`config.mk`:
```
export PLATFORM = sky130hd
export DESIGN_NAME = jtcontra_dwnld
export DESIGN_NICKNAME = d
export VERILOG_FILES = /design/src/rtl/jtcontra_dwnld_pkg.sv /design/src/rtl/jtcontra_dwnld_skid.sv /design/src/rtl/jtcontra_dwnld.sv
export SDC_FILE = /design/constraint.sdc
export NUM_CORES = 1
export LEC_CHECK = 0
export ABC_CLOCK_PERIOD_IN_PS = 7450
export CAP_MARGIN = 10
export CORE_ASPECT_RATIO = 0.8
export CORE_MARGIN = 5
export CORE_UTILIZATION = 56
export CTS_CLUSTER_SIZE = 40
export DETAILED_ROUTE_END_ITERATION = 8
export HOLD_SLACK_MARGIN = 0.15
export PLACE_DENSITY = 0.9
export SLEW_MARGIN = 40
export SYNTH_ARGS = -nofsm -noshare
export SYNTH_HDL_FRONTEND = slang
export SYNTH_SLANG_ARGS = --single-unit
```
`constraint.sdc`:
```
create_clock -name clk -period 7.45 [get_ports clk]
set_input_delay 1.49 -clock clk [delete_from_list [all_inputs] [get_ports clk]]
set_output_delay 1.49 -clock clk [all_outputs]
set_load 0.005 [all_outputs]
```
`src/rtl/jtcontra_dwnld_pkg.sv`:
```
// jtcontra_dwnld_pkg: shared FSM state type and active-low SDRAM byte-enable constants
package jtcontra_dwnld_pkg;
  typedef enum logic [1:0] {IDLE, SDRAM_WAIT, PROM_PULSE} state_t;
  localparam logic [1:0] MASK_LO = 2'b10;
  localparam logic [1:0] MASK_HI = 2'b01;
  localparam logic [1:0] MASK_NONE = 2'b11;
endpackage

```
`src/rtl/jtcontra_dwnld_skid.sv`:
```
// jtcontra_dwnld_skid: one-entry byte holder (clk, rst_n, load/clear in, in_addr/in_data in, addr/data/valid out); load wins over clear
module jtcontra_dwnld_skid (
  input  logic        clk,
  input  logic        rst_n,
  input  logic        load,
  input  logic        clear,
  input  logic [24:0] in_addr,
  input  logic [7:0]  in_data,
  output logic [24:0] addr,
  output logic [7:0]  data,
  output logic        valid
);
  always_ff @(posedge clk or negedge rst_n)
    if (!rst_n) begin
      valid <= 1'b0;
      addr <= '0;
      data <= '0;
    end else if (load) begin
      valid <= 1'b1;
      addr <= in_addr;
      data <= in_data;
    end else if (clear) valid <= 1'b0;
endmodule

```
`src/rtl/jtcontra_dwnld.sv`:
```
// jtcontra_dwnld: ioctl byte stream -> SDRAM (prog_we/ack handshake) or PROM (prom_we pulse) writes with one-entry skid, sticky overrun, dwnld_busy; optional chksum output when JTCONTRA_DWNLD_CHKSUM_EN is defined
module jtcontra_dwnld
  import jtcontra_dwnld_pkg::*;
#(
  parameter logic [24:0] PROM_START = 25'h128_000
) (
  input  logic        clk,
  input  logic        rst_n,
  input  logic        downloading,
  input  logic [24:0] ioctl_addr,
  input  logic [7:0]  ioctl_data,
  input  logic        ioctl_wr,
  input  logic        sdram_ack,
  output logic [21:0] prog_addr,
  output logic [7:0]  prog_data,
  output logic [1:0]  prog_mask,
  output logic        prog_we,
  output logic        prom_we,
  output logic        dwnld_busy,
`ifdef JTCONTRA_DWNLD_CHKSUM_EN
  output logic        overrun,
  output logic [15:0] chksum
`else
  output logic        overrun
`endif
);
  state_t state, state_nx;
  logic [24:0] sk_addr, src_addr;
  logic [7:0] sk_data, src_data, data_nx;
  logic [21:0] prom_off, addr_nx;
  logic [1:0] mask_nx;
  logic sk_valid, accept, retire, free, issue, src_prom, sk_load, sk_clear, drop;
  assign accept = downloading & ioctl_wr;
  assign retire = (state == SDRAM_WAIT && sdram_ack) || state == PROM_PULSE;
  assign free = state == IDLE || retire;
  assign issue = free & (sk_valid | accept);
  assign src_addr = sk_valid ? sk_addr : ioctl_addr;
  assign src_data = sk_valid ? sk_data : ioctl_data;
  assign src_prom = src_addr >= PROM_START;
  assign prom_off = 22'(src_addr - PROM_START);
  // a buffered byte always goes out first; a new byte arriving with it takes its place in the skid
  assign sk_load = accept & (free ? sk_valid : ~sk_valid);
  assign sk_clear = free & sk_valid;
  assign drop = accept & ~free & sk_valid;
  assign dwnld_busy = downloading | (state != IDLE) | sk_valid;
  jtcontra_dwnld_skid u_skid (
    .clk(clk),
    .rst_n(rst_n),
    .load(sk_load),
    .clear(sk_clear),
    .in_addr(ioctl_addr),
    .in_data(ioctl_data),
    .addr(sk_addr),
    .data(sk_data),
    .valid(sk_valid)
  );
  always_comb begin
    state_nx = issue ? (src_prom ? PROM_PULSE : SDRAM_WAIT) : free ? IDLE : state;
    addr_nx = issue ? (src_prom ? prom_off : src_addr[22:1]) : prog_addr;
    data_nx = issue ? src_data : prog_data;
    mask_nx = issue ? (src_prom ? MASK_NONE : src_addr[0] ? MASK_HI : MASK_LO) : prog_mask;
  end
  always_ff @(posedge clk or negedge rst_n)
    if (!rst_n) begin
      state <= IDLE;
      prog_we <= 1'b0;
      prom_we <= 1'b0;
      prog_addr <= '0;
      prog_data <= '0;
      prog_mask <= MASK_NONE;
      overrun <= 1'b0;
    end else begin
      state <= state_nx;
      prog_we <= state_nx == SDRAM_WAIT;
      prom_we <= state_nx == PROM_PULSE;
      prog_addr <= addr_nx;
      prog_data <= data_nx;
      prog_mask <= mask_nx;
      overrun <= overrun | drop;
    end
`ifdef JTCONTRA_DWNLD_CHKSUM_EN
  logic dl_q;
  always_ff @(posedge clk or negedge rst_n)
    if (!rst_n) begin
      dl_q <= 1'b0;
      chksum <= '0;
    end else begin
      dl_q <= downloading;
      chksum <= (downloading && !dl_q ? 16'd0 : chksum) + (accept && !drop ? {8'd0, ioctl_data} : 16'd0);
    end
`endif
endmodule

```
# Yosys cells after proc, flatten, opt, wreduce, memory -nomap -nowiden

Cells that the tools add are included.

Output and inout port bits: 36
Input bits: 38
Logic and storage cells: 45
Bits in registers: 71

$lt $le $gt $ge: 1
$add $sub $neg: 1
Reduce and logical (&&, ||, !) cells: 6
Equality and inequality tests: 4
Bitwise gates (word level): 12
Multiplexer cells: 11

Operators by type and width:

| kind                                                                 | number |
|---|---|
| greater-or-equal comparator 25 x 21 -> 1 bit (second input constant) | 1 |
| two-way mux 25 bit                                                   | 1 |
| two-way mux 22 bit                                                   | 1 |
| subtractor 22 x 21 -> 22 bit (second input constant)                 | 1 |
| two-way mux 2 bit                                                    | 5 |
| two-way mux 8 bit                                                    | 1 |
| AND 1 bit                                                            | 6 |
| == test 2 x 1 -> 1 bit (second input constant)                       | 2 |
| == test 2 bit (second input constant)                                | 2 |
| OR 1 bit                                                             | 4 |
| nonzero test 2 bit                                                   | 2 |
| two-way mux 1 bit                                                    | 3 |
| zero test 2 bit                                                      | 1 |
| logical OR 1 bit                                                     | 2 |
| inverter 1 bit                                                       | 2 |
| logical AND 1 bit                                                    | 1 |

# Depth between registers and ports, before layout

Gate-level depths: netlist of the first run.

Depth after elaboration: 8
Mapped depth: 11
Mapped depth without buffers: 6

# Modules after synthesis

Synthesis of the first run repeated with hierarchy kept, for this count alone.

Cells, all modules: 333
Area, all modules: 3802.4 µm²

Modules (own cells, without submodules):

| module              | cells an instance | seq. area each (µm²) | times used | area an instance (µm²) |
|---|---|---|---|---|
| jtcontra_dwnld      | 260               | 928.4                | 1          | 2388.5 |
| jtcontra_dwnld_skid | 73                | 850.8                | 1          | 1413.9 |

# Worst setup path before layout of the first run

Ideal clock, no wire load.

Path kind: input to output
Start point: input downloading
End point: output dwnld_busy
Cell stages on the path: 1
Required time: 5.960 ns
Path buffers: 0
Path slack: 4.059 ns
Arrival: 1.901 ns
Path through: or4_1

Word-level cells in the longest chain between the ends: 2

Ends and longest elaborated chain:

| element               | line                 | source |
|---|---|---|
| start, declared       | jtcontra_dwnld.sv:9  | `input logic downloading,` |
| OR 1 bit (2 in a row) | jtcontra_dwnld.sv:45 | `assign dwnld_busy = downloading \| (state != IDLE) \| sk_valid;` |
| end, declared         | jtcontra_dwnld.sv:19 | `output logic dwnld_busy,` |

Every way passes these cells.

# Final worst setup path of the first run

Same ends and word-level chain as after synthesis.

==> metrics.md, run 1 <==
| Metric | Value |
|---|---|
| Syn Nets | `371` |
| Peak VDD IR | `0.0001764 V` |
| Chip Width | `100.4 um` |
| Die area | `0.008267 mm^2` |
| Root Driver | `clkbuf_8` |
| Most frequent cells in the layout | `72 x clkdlybuf4s50_1, 68 x dfrtp_1, 42 x mux2_2` |
| Max-cap violations | `0` |
| Cells after Synth | `331` |
| RSZ-0062 raised after global routing | `false` |
| Leakage | `1.898 nW` |
| Final Setup Violations | `0` |
| Final net count | `434` |
| Vert. Die Dim | `82.33 um` |
| Yosys cell types | `51` |
| Post-CTS resize count | `0` |
| Flop2flop setup slack | `4.17 ns` |
| Crit end category | `output port` |
| Site row count | `26` |
| Num Clock Sinks | `71` |
| Skew final | `0.009844 ns` |
| Mapped Avg Cell Area | `11.06 um^2` |
| Core ar. | `0.006376 mm^2` |
| Worst setup SP type | `primary input` |
| Async SR Flop Fraction | `100.0%` |
| Post-route setup TNS | `0 ns` |
| TritonCTS clock tree | `built` |
| Vias | `3021` |
| Yosys warns | `0` |
| Crit Path Category | `in2out` |
| Area grow syn2layout | `27.43%` |
| Top-level port count | `74` |
| Top cell type's share of synthesized area | `47.15%` |
| Detailed placement HPWL | `6.322 mm` |
| Hold Vio Cnt, Final | `0` |
| Area leader, netlist | `dfrtp_1` |
| Post-synth EDFFs | `0` |
| Clock Latency Late Sink | `0.36 ns` |
| Gr usage total | `23.28%` |
| ANT nets after route | `0` |
| Reg clk slew, reported paths | `0.08 ns` |
| Pin slew with the least headroom to its limit | `0.8355 ns` |
| DR DRC count | `0` |
| Slew HR | `43.88%` |
| Worst Hold Class | `reg2reg` |
| Worst Hold Margin | `0.4805 ns` |
| Vias in the first global route | `2855` |
| Power density over the cells | `400.9 mW/mm^2` |
| Placer congestion estimate | `0.8863` |
| Antenna Cells | `0` |
| #FFs+latches synth | `71` |
| Fraction of layout cells with a size suffix above 1 | `19.05%` |
| Tcrit/Tclk final | `56.80%` |
| Critical Path Max Stage Delay | `0.46 ns` |
| Max-slew violation count | `0` |
| Port bufs | `73` |
| Number of antenna violations at the first check in global routing | `0` |
| Worst Path Required | `5.96 ns` |
| DRT Wirelength | `9.010 mm` |
| Critical Path Slowest Stage Cell | `clkdlybuf4s50_1` |
| Setup Buffers After CTS | `0` |
| Worst hold stages | `2` |
| Largest net degree at the start of global routing | `72` |
| Cell mode on critical path | `clkdlybuf4s50_1` |
| Synth area leaders | `dfrtp_1 47%, mux2_2 13%, mux2i_1 6.0%, nand2_1 3.2%, a211oi_1 3.1%` |
| TritonCTS Buffers | `9` |
| First-pass GRT wire length | `14.75 mm` |
| Hold buffer count at cts | `0` |
| Vias per cell | `6.255` |
| Wire per inst | `18.65 um` |
| Status | `completed` |
| Commonest non-fill, non-tap cell in the layout | `clkdlybuf4s50_1` |
| Primary FF master, synth | `dfrtp_1` |
| Pre-CTS WS | `3.212 ns` |
| Crit Path Max Fanout | `2` |
| 1st-iter DRT viols | `329` |
| Period minus WS final | `4.232 ns` |
| Critical path data arrival time | `2.74 ns` |
| Peak Freq | `236.3 MHz` |
| Worst reg-to-reg path cell count | `6` |
| Initial DRT Pass Iterations | `6` |
| Total gr overflow | `0` |
| Post-Synthesis Cell Area | `0.003662 mm^2` |
| Ordered list of cells on the worst path | `clkdlybuf4s50_1, or4_1, clkdlybuf4s50_1` |
| Clock Path Buffers | `2` |
| CTS HTree Levels | `3` |
| Setup ws final | `3.218 ns` |
| Initial core utilization | `57.44%` |
| Sequential element share of the synthesized area | `48.58%` |
cell usage after synthesis, types with 2 or more instances:
cell and number:
dfrtp_1 69, mux2_2 42, nand2_1 31, mux2i_1 22, o21ai_0 20, a211oi_1 15
o22ai_1 15, clkbuf_1 14, o31ai_1 14, nor2_1 12, inv_1 8, buf_2 7
a21oi_1 4, buf_6 4, nor4_1 4, a31oi_1 3, nand2b_1 3, nor3_1 3
a22o_1 2, a22oi_1 2, and3_1 2, dfstp_2 2, ha_1 2, nor4b_1 2
o2bb2ai_1 2, xnor2_1 2
report_power, final:
part	internal (mW)	switching (mW)	leakage, nW
Combinational	0.442	0.379	0.929
Sequential	0.576	0.125	0.857
Clock	0.206	0.143	0.112
Total	1.22	0.647	1.90
cells by family after synthesis:
group,Yosys count,synth area share (%)
and+or+nand+nor,67,9.259
AOI/OAI and AO/OA,89,16.57
muxes,65,19.54
buffers and inverters,34,4.646
adders and majority gates,2,0.6832
xor gates and xnor gates,3,0.7176
DFF,71,48.58
state kept, by name, summed over array words and instances, names as in the netlist:
| name | count |
|---|---|
| u_skid.data | 8 |
| prog_data | 8 |
| prom_we | 1 |
| u_skid.addr | 25 |
| overrun | 1 |
| state | 2 |
| u_skid.valid | 1 |
| prog_addr | 22 |
| prog_mask | 2 |
| prog_we | 1 |
layout make-up:
cell class / count / area (um^2)
clock buffer: 11 / 151.4
clock inverter: 5 / 80.08
tap: 84 / 105.1
fill: 442 / 1709
timing repair buffer: 78 / 782.0
sequential: 71 / 1780
multi-input combinational: 226 / 1738
inverter: 8 / 30.03
metal layers:
| layer | global-route usage [%] | wire, um |
|---|---|---|
| met3 | 5.626 | 725 |
| met5 | 0 | 0 |
| met2 | 37.17 | 4249 |
| met1 | 31.07 | 3910 |
| met4 | 8.883 | 126 |
critical path: cells and delay by family:
family,cells,cell delay (ns)
buf+inv,2,0.86
simple gates,1,0.39
path summary, 6_finish.rpt:
path / start / to
max in group asynchronous: rst_n / u_skid.valid
min reg2reg: prog_data[5] / prog_data[5]
min: prog_data[5] / prog_data[5]
max: downloading / dwnld_busy
min in group asynchronous: rst_n / u_skid.data[4]
max reg2reg: u_skid.valid / prog_addr[20]
through the flow:
| stage | util [%] | area (um^2) | cells | total power, mW |
|---|---|---|---|---|
| after global placement | 68.94 | 4395 | 465 | 1.451 |
| after detailed placement | 69.56 | 4436 | 467 | 1.513 |
| final | 73.19 | 4667 | 483 | 1.871 |
| after global routing | 73.19 | 4667 | 483 | 1.985 |
| after CTS | 73.19 | 4667 | 483 | 1.869 |
| after floorplan | - | 3662 | 331 | 1.163 |
(Power assumes the default switching activity.)
==> run 2, diff against run 1 <==
--- a/config.mk
+++ b/config.mk
@@ -5,15 +5,15 @@
 export SDC_FILE = /design/constraint.sdc
 export NUM_CORES = 1
 export LEC_CHECK = 0
-export ABC_CLOCK_PERIOD_IN_PS = 7450
+export ABC_CLOCK_PERIOD_IN_PS = 3930
 export CAP_MARGIN = 10
 export CORE_ASPECT_RATIO = 0.8
 export CORE_MARGIN = 5
-export CORE_UTILIZATION = 56
+export CORE_UTILIZATION = 52
 export CTS_CLUSTER_SIZE = 40
 export DETAILED_ROUTE_END_ITERATION = 8
 export HOLD_SLACK_MARGIN = 0.15
-export PLACE_DENSITY = 0.9
+export PLACE_DENSITY = 0.85
 export SLEW_MARGIN = 40
 export SYNTH_ARGS = -nofsm -noshare
 export SYNTH_HDL_FRONTEND = slang
==> constraint.sdc (replaced) <==
create_clock -name clk -period 3.93 [get_ports clk]
set_input_delay 0.786 -clock clk [delete_from_list [all_inputs] [get_ports clk]]
set_output_delay 0.786 -clock clk [all_outputs]
set_load 0.005 [all_outputs]
==> run 2 against run 1 <==
  * Flip-flop and latch count did not move
  * Routed wire length fell by 2.9%
  * Hold slack got worse by 0.0038 ns
  * Setup slack got worse by 2.4 ns
  * Die area rose by 6.8%
  * Critical path depth did not move
  * Clock-buffer cell count fell by 1
  * Critical endpoint unchanged
  * Largest power group unchanged
==> metrics.md, run 2 (synthesis results as in run 1) <==
| Metric | Value |
|---|---|
| Critical path data arrival time | `2.31 ns (-0.43 ns)` |
| Peak VDD IR | `0.0003616 V (+110%)` |
| Wire per inst | `17.89 um (-4.1%)` |
| Crit Path Max Fanout | `30 (+28)` |
| Post-Layout Cell Count | `489 (+1.2%)` |
| Ordered list of cells on the worst path | `buf_4, or4_1, clkdlybuf4s50_1` |
| Initial DRT Pass Iterations | `5 (-1)` |
| Critical Path Slowest Stage Cell | `dfrtp_2` |
| Hold buffer count at cts | `0 (unchanged)` |
| Status | `completed` |
| WP buf/inv | `2 (unchanged)` |
| Most frequent cells in the layout | `72 x clkdlybuf4s50_1, 68 x dfrtp_1, 42 x mux2_2` |
| Vert. Die Dim | `85.06 um (+3.3%)` |
| TritonCTS clock tree | `built` |
| DR DRC count | `0 (unchanged)` |
| Root Driver | `clkbuf_8` |
| Pin slew with the least headroom to its limit | `0.7213 ns (-0.1142 ns)` |
| Combinational share of power | `43.7% (-0.2 points)` |
| ANT nets after route | `0 (unchanged)` |
| FF-to-FF End | `prog_addr[2]` |
| Worst Path Required | `3.14 ns (-2.82 ns)` |
| Hold path startpoint | `overrun` |
| Site row count | `27 (+3.8%)` |
| Reg power frac | `39.5% (+2.0 points)` |
| Placed cell count | `472 (+1.1%)` |
| Worst Hold Margin | `0.4767 ns (-0.003821 ns)` |
| Largest net degree at the start of global routing | `72 (unchanged)` |
| Biggest register | `u_skid.addr` |
| Core ar. | `0.006858 mm^2 (+7.6%)` |
| Num Clock Sinks | `71 (unchanged)` |
| Clock Path Buffers | `2 (unchanged)` |
| Antenna Cells | `0 (unchanged)` |
| Total gr overflow | `0 (unchanged)` |
| Die area | `0.008831 mm^2 (+6.8%)` |
| Vias | `2911 (-3.6%)` |
| Setup Buffers After CTS | `0 (unchanged)` |
| Peak Freq | `323.0 MHz` |
| First-pass GRT wire length | `14.04 mm (-4.8%)` |
| Worst r2r src | `u_skid.valid` |
| Sw Ratio | `35.25% (+0.67 points)` |
| Hold Vio Cnt, Final | `0 (unchanged)` |
| Max-slew violation count | `0 (unchanged)` |
| Final Setup Violations | `0 (unchanged)` |
| Skew final | `0.01334 ns (+0.003498 ns)` |
| Detailed placement HPWL | `6.339 mm (+0.26%)` |
| Area grow syn2layout | `26.85%` |
| Period minus WS final | `3.096 ns` |
| Gr usage total | `19.75% (-3.5 points)` |
| Clock Latency Late Sink | `0.35 ns (about the same)` |
| Tot Pwr | `3.449 mW (+84%)` |
| Post-route setup TNS | `0 ns (unchanged)` |
| Crit Path Category | `reg2out` |
| Top-level port count | `74 (unchanged)` |
| Worst reg-to-reg path cell count | `6 (unchanged)` |
| DRT Wirelength | `8.747 mm (-2.9%)` |
| Switch Pwr | `1.216 mW (+88%)` |
| Crit end category | `output port` |
| Flop2flop setup slack | `0.96 ns (-3.21 ns)` |
| Worst setup SP type | `flop` |
| Commonest non-fill, non-tap cell in the layout | `clkdlybuf4s50_1` |
| Chip Width | `103.8 um (+3.4%)` |
| Max-cap violations | `0 (unchanged)` |
| Critical Path Max Stage Delay | `0.67 ns (+0.21 ns)` |
| Leakage | `1.895 nW (-0.16%)` |
| Worst hold stages | `1 (-1)` |
| CTS HTree Levels | `3 (unchanged)` |
| Number of antenna violations at the first check in global routing | `0 (unchanged)` |
| Vias per cell | `5.953 (-4.8%)` |
| TritonCTS Buffers | `9 (unchanged)` |
| Max reg flops | `25 (unchanged)` |
| Post-CTS resize count | `0 (unchanged)` |
| Power share of the clock group | `16.8% (-1.9 points)` |
| Fraction of layout cells with a size suffix above 1 | `19.40% (+0.36 points)` |
| Worst Hold Class | `reg2reg` |
| 1st-iter DRT viols | `232 (-29%)` |
| CP top delay family | `buffers and inverters` |
| Reg clk slew, reported paths | `0.06 ns (-0.02 ns)` |
| Initial core utilization | `53.40% (-4.0 points)` |
| Tcrit/Tclk final | `78.79%` |
| Final net count | `437 (+0.69%)` |
| Slew HR | `51.91% (+8.0 points)` |
| Placer congestion estimate | `0.8941 (+0.88%)` |
| Port bufs | `73 (unchanged)` |
| Power density over the cells | `742.5 mW/mm^2 (+85%)` |
| Vias in the first global route | `2762 (-3.3%)` |
| Hold path endpoint | `overrun` |
| RSZ-0062 raised after global routing | `false` |
| Internal cell power | `2.233 mW (+82%)` |
| Top Registers | `u_skid.addr: 25 flops, prog_addr: 22 flops` |
[run 2: cell count changes in the layout (fill, tap and decap cells not counted)]
cell	before	now
a2bb2oi_1	0	1
a2bb2oi_2	1	0
buf_4	2	6
buf_8	2	1
bufinv_16	2	1
clkbuf_8	11	10
clkinv_2	1	3
[run 2: power by group through the flow]
stage	logic (mW)	clock network (mW)	registers, mW
after floorplan	0.922	0	1.28
after global placement	1.44	0	1.35
after detailed placement	1.49	0	1.37
after CTS	1.49	0.593	1.36
after global routing	1.64	0.622	1.41
final	1.51	0.581	1.36
[run 2: metal layers]
metal  vias to the layer above  track usage (%)  part of all wire, %
li1                       1371                -                    -
met5                         -                0                    0
met3                        14            6.084                  8.1
met4                         0            6.941                  1.6
met1                      1391            27.57                   46
met2                       135            29.28                   45
[run 2: worst max-delay path by stage]
stage | startpoint | to | depth (start not counted)
after global routing | u_skid.valid | dwnld_busy | 3
after detailed placement | ioctl_addr[15] | prog_addr[2] | 7
after global placement | ioctl_addr[15] | prog_addr[8] | 8
after CTS | u_skid.valid | dwnld_busy | 3
final | u_skid.valid | dwnld_busy | 3
after floorplan | u_skid.valid | dwnld_busy | 6
[run 2: through the flow]
step / worst slack, ns / util (%) / instance area [um^2]
after floorplan: 1.416 / - / 3662
after global placement: 0.7751 / 64.59 / 4429
after detailed placement: 0.7388 / 64.64 / 4433
after CTS: 0.8219 / 67.52 / 4631
after global routing: 0.7369 / 67.74 / 4646
final: 0.8337 / 67.74 / 4646
[run 2: area by class of cell]
cell class	instances	area [um^2]
clock buffers	10	137.6
clock inverters	6	60.06
fillers	507	2212
inverters	8	30.03
multi-input cells	226	1732
flip-flops and latches	71	1780
well taps	87	108.9
repair buffers	81	797.0
==> run 3, diff against run 2 <==
--- a/config.mk
+++ b/config.mk
@@ -5,7 +5,7 @@
 export SDC_FILE = /design/constraint.sdc
 export NUM_CORES = 1
 export LEC_CHECK = 0
-export ABC_CLOCK_PERIOD_IN_PS = 3930
+export ABC_CLOCK_PERIOD_IN_PS = 2900
 export CAP_MARGIN = 10
 export CORE_ASPECT_RATIO = 0.8
 export CORE_MARGIN = 5
==> constraint.sdc (replaced) <==
create_clock -name clk -period 2.9 [get_ports clk]
set_input_delay 0.58 -clock clk [delete_from_list [all_inputs] [get_ports clk]]
set_output_delay 0.58 -clock clk [all_outputs]
set_load 0.005 [all_outputs]
==> run 3 against run 2 <==
  * Critical path depth is the same
  * Hold slack lost 0.15 ns
  * Final area grew 2.5%
  * Sequential share of layout area shrank 0.94 points
  * First-iteration DRC count grew 28%
  * Clock power grew 71%
  * Sequential power grew 35%
  * Register-to-register slack lost 0.73 ns
  * Clock-buffer cell count is the same
  * Final cell count grew 1.8%
==> metrics.md, run 3 (synthesis results as in run 1) <==
| Metric | Value |
|---|---|
| Worst Hold Class | `in2async` |
| Peak VDD IR | `0.0005617 V (+55%)` |
| DR DRC count | `0 (unchanged)` |
| TritonCTS clock tree | `built` |
| Wire per inst | `18.14 um (+1.4%)` |
| Vias | `3021 (+3.8%)` |
| Port bufs | `73 (unchanged)` |
| Initial DRT Pass Iterations | `6 (+1)` |
| Setup Buffers After CTS | `0 (unchanged)` |
| Pin slew with the least headroom to its limit | `0.6738 ns (-0.04752 ns)` |
| Total gr overflow | `0 (unchanged)` |
| Area grow syn2layout | `30.03%` |
| Clock Path Buffers | `2 (unchanged)` |
| Post-CTS resize count | `0 (unchanged)` |
| Fraction of layout cells with a size suffix above 1 | `21.17% (+1.8 points)` |
| Largest net degree at the start of global routing | `72 (unchanged)` |
| Critical path origin | `u_skid.valid` |
| Ordered list of cells on the worst path | `buf_4, or4_1, clkdlybuf4s50_1` |
| Worst reg-to-reg path cell count | `7 (+1)` |
| Vias in the first global route | `3004 (+8.8%)` |
| Detailed placement HPWL | `6.474 mm (+2.1%)` |
| Number of antenna violations at the first check in global routing | `0 (unchanged)` |
| Critical Path Max Stage Delay | `0.63 ns (-0.04 ns)` |
| Critical path data arrival time | `2.24 ns (-0.07 ns)` |
| Crit Path Category | `reg2out` |
| Final net count | `446 (+2.1%)` |
| Worst r2r src | `u_skid.valid` |
| Status | `completed` |
| Final Setup Violations | `0 (unchanged)` |
| Hold Vio Cnt, Final | `0 (unchanged)` |
| Vias per cell | `6.066 (+1.9%)` |
| Num Clock Sinks | `71 (unchanged)` |
| CTS HTree Levels | `3 (unchanged)` |
| CP top delay family | `buffers and inverters` |
| Antenna Cells | `0 (unchanged)` |
| First-pass GRT wire length | `15.24 mm (+8.5%)` |
| Die area | `0.008831 mm^2 (unchanged)` |
| Vert. Die Dim | `85.06 um (unchanged)` |
| Most frequent cells in the layout | `72 x clkdlybuf4s50_1, 68 x dfrtp_1, 42 x mux2_2` |
| Root Driver | `clkbuf_8` |
| DRT Wirelength | `9.035 mm (+3.3%)` |
| Met1 wire length | `4.154 mm (+4.2%)` |
| WP buf/inv | `2 (unchanged)` |
| Hold buffer count at cts | `0 (unchanged)` |
| Crit Path Max Fanout | `23 (-23%)` |
| Slew HR | `55.01% (+3.1 points)` |
| Top Registers | `u_skid.addr: 25 flops, prog_addr: 22 flops` |
| Setup crit end | `dwnld_busy` |
| Max-cap violations | `0 (unchanged)` |
| Uppermost layer routed | `met4` |
| Reg clk slew, reported paths | `0.08 ns (+0.02 ns)` |
| Setup ws final | `0.07558 ns (-0.7581 ns)` |
| Initial core utilization | `53.40% (unchanged)` |
| Peak Freq | `354.1 MHz` |
| Leakage | `1.966 nW (+3.7%)` |
| Stages on worst setup path | `3 (unchanged)` |
| Core ar. | `0.006858 mm^2 (unchanged)` |
| Crit end category | `output port` |
| Biggest register | `u_skid.addr` |
| RSZ-0062 raised after global routing | `false` |
| Commonest non-fill, non-tap cell in the layout | `clkdlybuf4s50_1` |
| Flop2flop setup slack | `0.23 ns (-0.73 ns)` |
| Tot Pwr | `4.928 mW (+43%)` |
| Skew final | `0.005077 ns (-0.008264 ns)` |
| Max-slew violation count | `0 (unchanged)` |
| Max reg flops | `25 (unchanged)` |
| ANT nets after route | `0 (unchanged)` |
| Pre-CTS WS | `0.1614 ns (-0.5774 ns)` |
| Worst setup SP type | `flop` |
| Power density over the cells | `1035 mW/mm^2 (+39%)` |
| FF-to-FF End | `prog_addr[9]` |
| Critical Path Slowest Stage Cell | `dfrtp_2` |
| Tcrit/Tclk final | `97.39%` |
| Metal2 WL | `4.031 mm (+3.1%)` |
| Site row count | `27 (unchanged)` |
| Period minus WS final | `2.824 ns` |
| Post-route setup TNS | `0 ns (unchanged)` |
| Placer congestion estimate | `0.8802 (-1.6%)` |
| Worst Path Required | `2.32 ns (-0.82 ns)` |
| Top-level port count | `74 (unchanged)` |
| Gr usage total | `21.16% (+1.4 points)` |
| Met3 Routed Length | `692 um (-2.7%)` |
| TritonCTS Buffers | `9 (unchanged)` |
| Clock Latency Late Sink | `0.35 ns (about the same)` |
| Chip Width | `103.8 um (unchanged)` |
| 1st-iter DRT viols | `297 (+28%)` |
-- run 3: changes by cell type in the layout (fill, tap and decap cells not counted) --
cell	previous run	this run
buf_4	6	16
clkinv_2	3	0
inv_6	0	1
clkinv_4	0	2
bufinv_16	1	3
clkinvlp_4	2	0
buf_8	1	0
-- run 3: metal layers --
| layer | vias to the layer above | GRT usage (%) |
|---|---|---|
| met5 | - | 0 |
| met1 | 1472 | 30.56 |
| met4 | 0 | 6.706 |
| li1 | 1381 | - |
| met2 | 148 | 30.84 |
| met3 | 20 | 6.084 |
-- run 3: worst min path at each step --
stage,from,to,slack (ns)
after global routing,rst_n,u_skid.data[3],0.38
after floorplan,rst_n,overrun,0.28
after detailed placement,overrun,overrun,0.46
after global placement,overrun,overrun,0.45
after CTS,rst_n,u_skid.data[3],0.35
final,rst_n,u_skid.data[3],0.32
-- run 3: through the flow --
| step | area, um^2 | std cells | utilization (%) | hold slack, ns |
|---|---|---|---|---|
| finish | 4762 | 498 | 69.44 | 0.3226 |
| global route | 4762 | 498 | 69.44 | 0.3837 |
| CTS | 4762 | 498 | 69.44 | 0.3485 |
| detailed placement | 4508 | 482 | 65.74 | 0.4635 |
| global placement | 4504 | 482 | 65.68 | 0.4493 |
| floorplan | 3662 | 331 | - | 0.2844 |
-- run 3: layout make-up --
class | count | area, um^2
Fill cell | 476 | 2096
Sequential cell | 71 | 1780
Multi-Input combinational cell | 226 | 1732
Timing Repair Buffer | 90 | 857.1
Clock buffer | 10 | 137.6
Clock inverter | 6 | 116.4
Tap cell | 87 | 108.9
Inverter | 8 | 30.03
-- run 3: power breakdown --
part           internal [mW]  switching (mW)  total [mW]
registers               1.48           0.350        1.83
clock network          0.601           0.394       0.995
logic                   1.16           0.946        2.11
total                   3.24            1.69        4.93
-- run 3: worst reg2reg max path, stage by stage, from the launching register on --
cell and delay [ns]:
dfrtp_2 0.74, buf_4 0.28, mux2i_1 0.42, o22a_1 0.32, o21a_1 0.14, buf_4 0.22, o22ai_1 0.13, o31ai_1 0.31
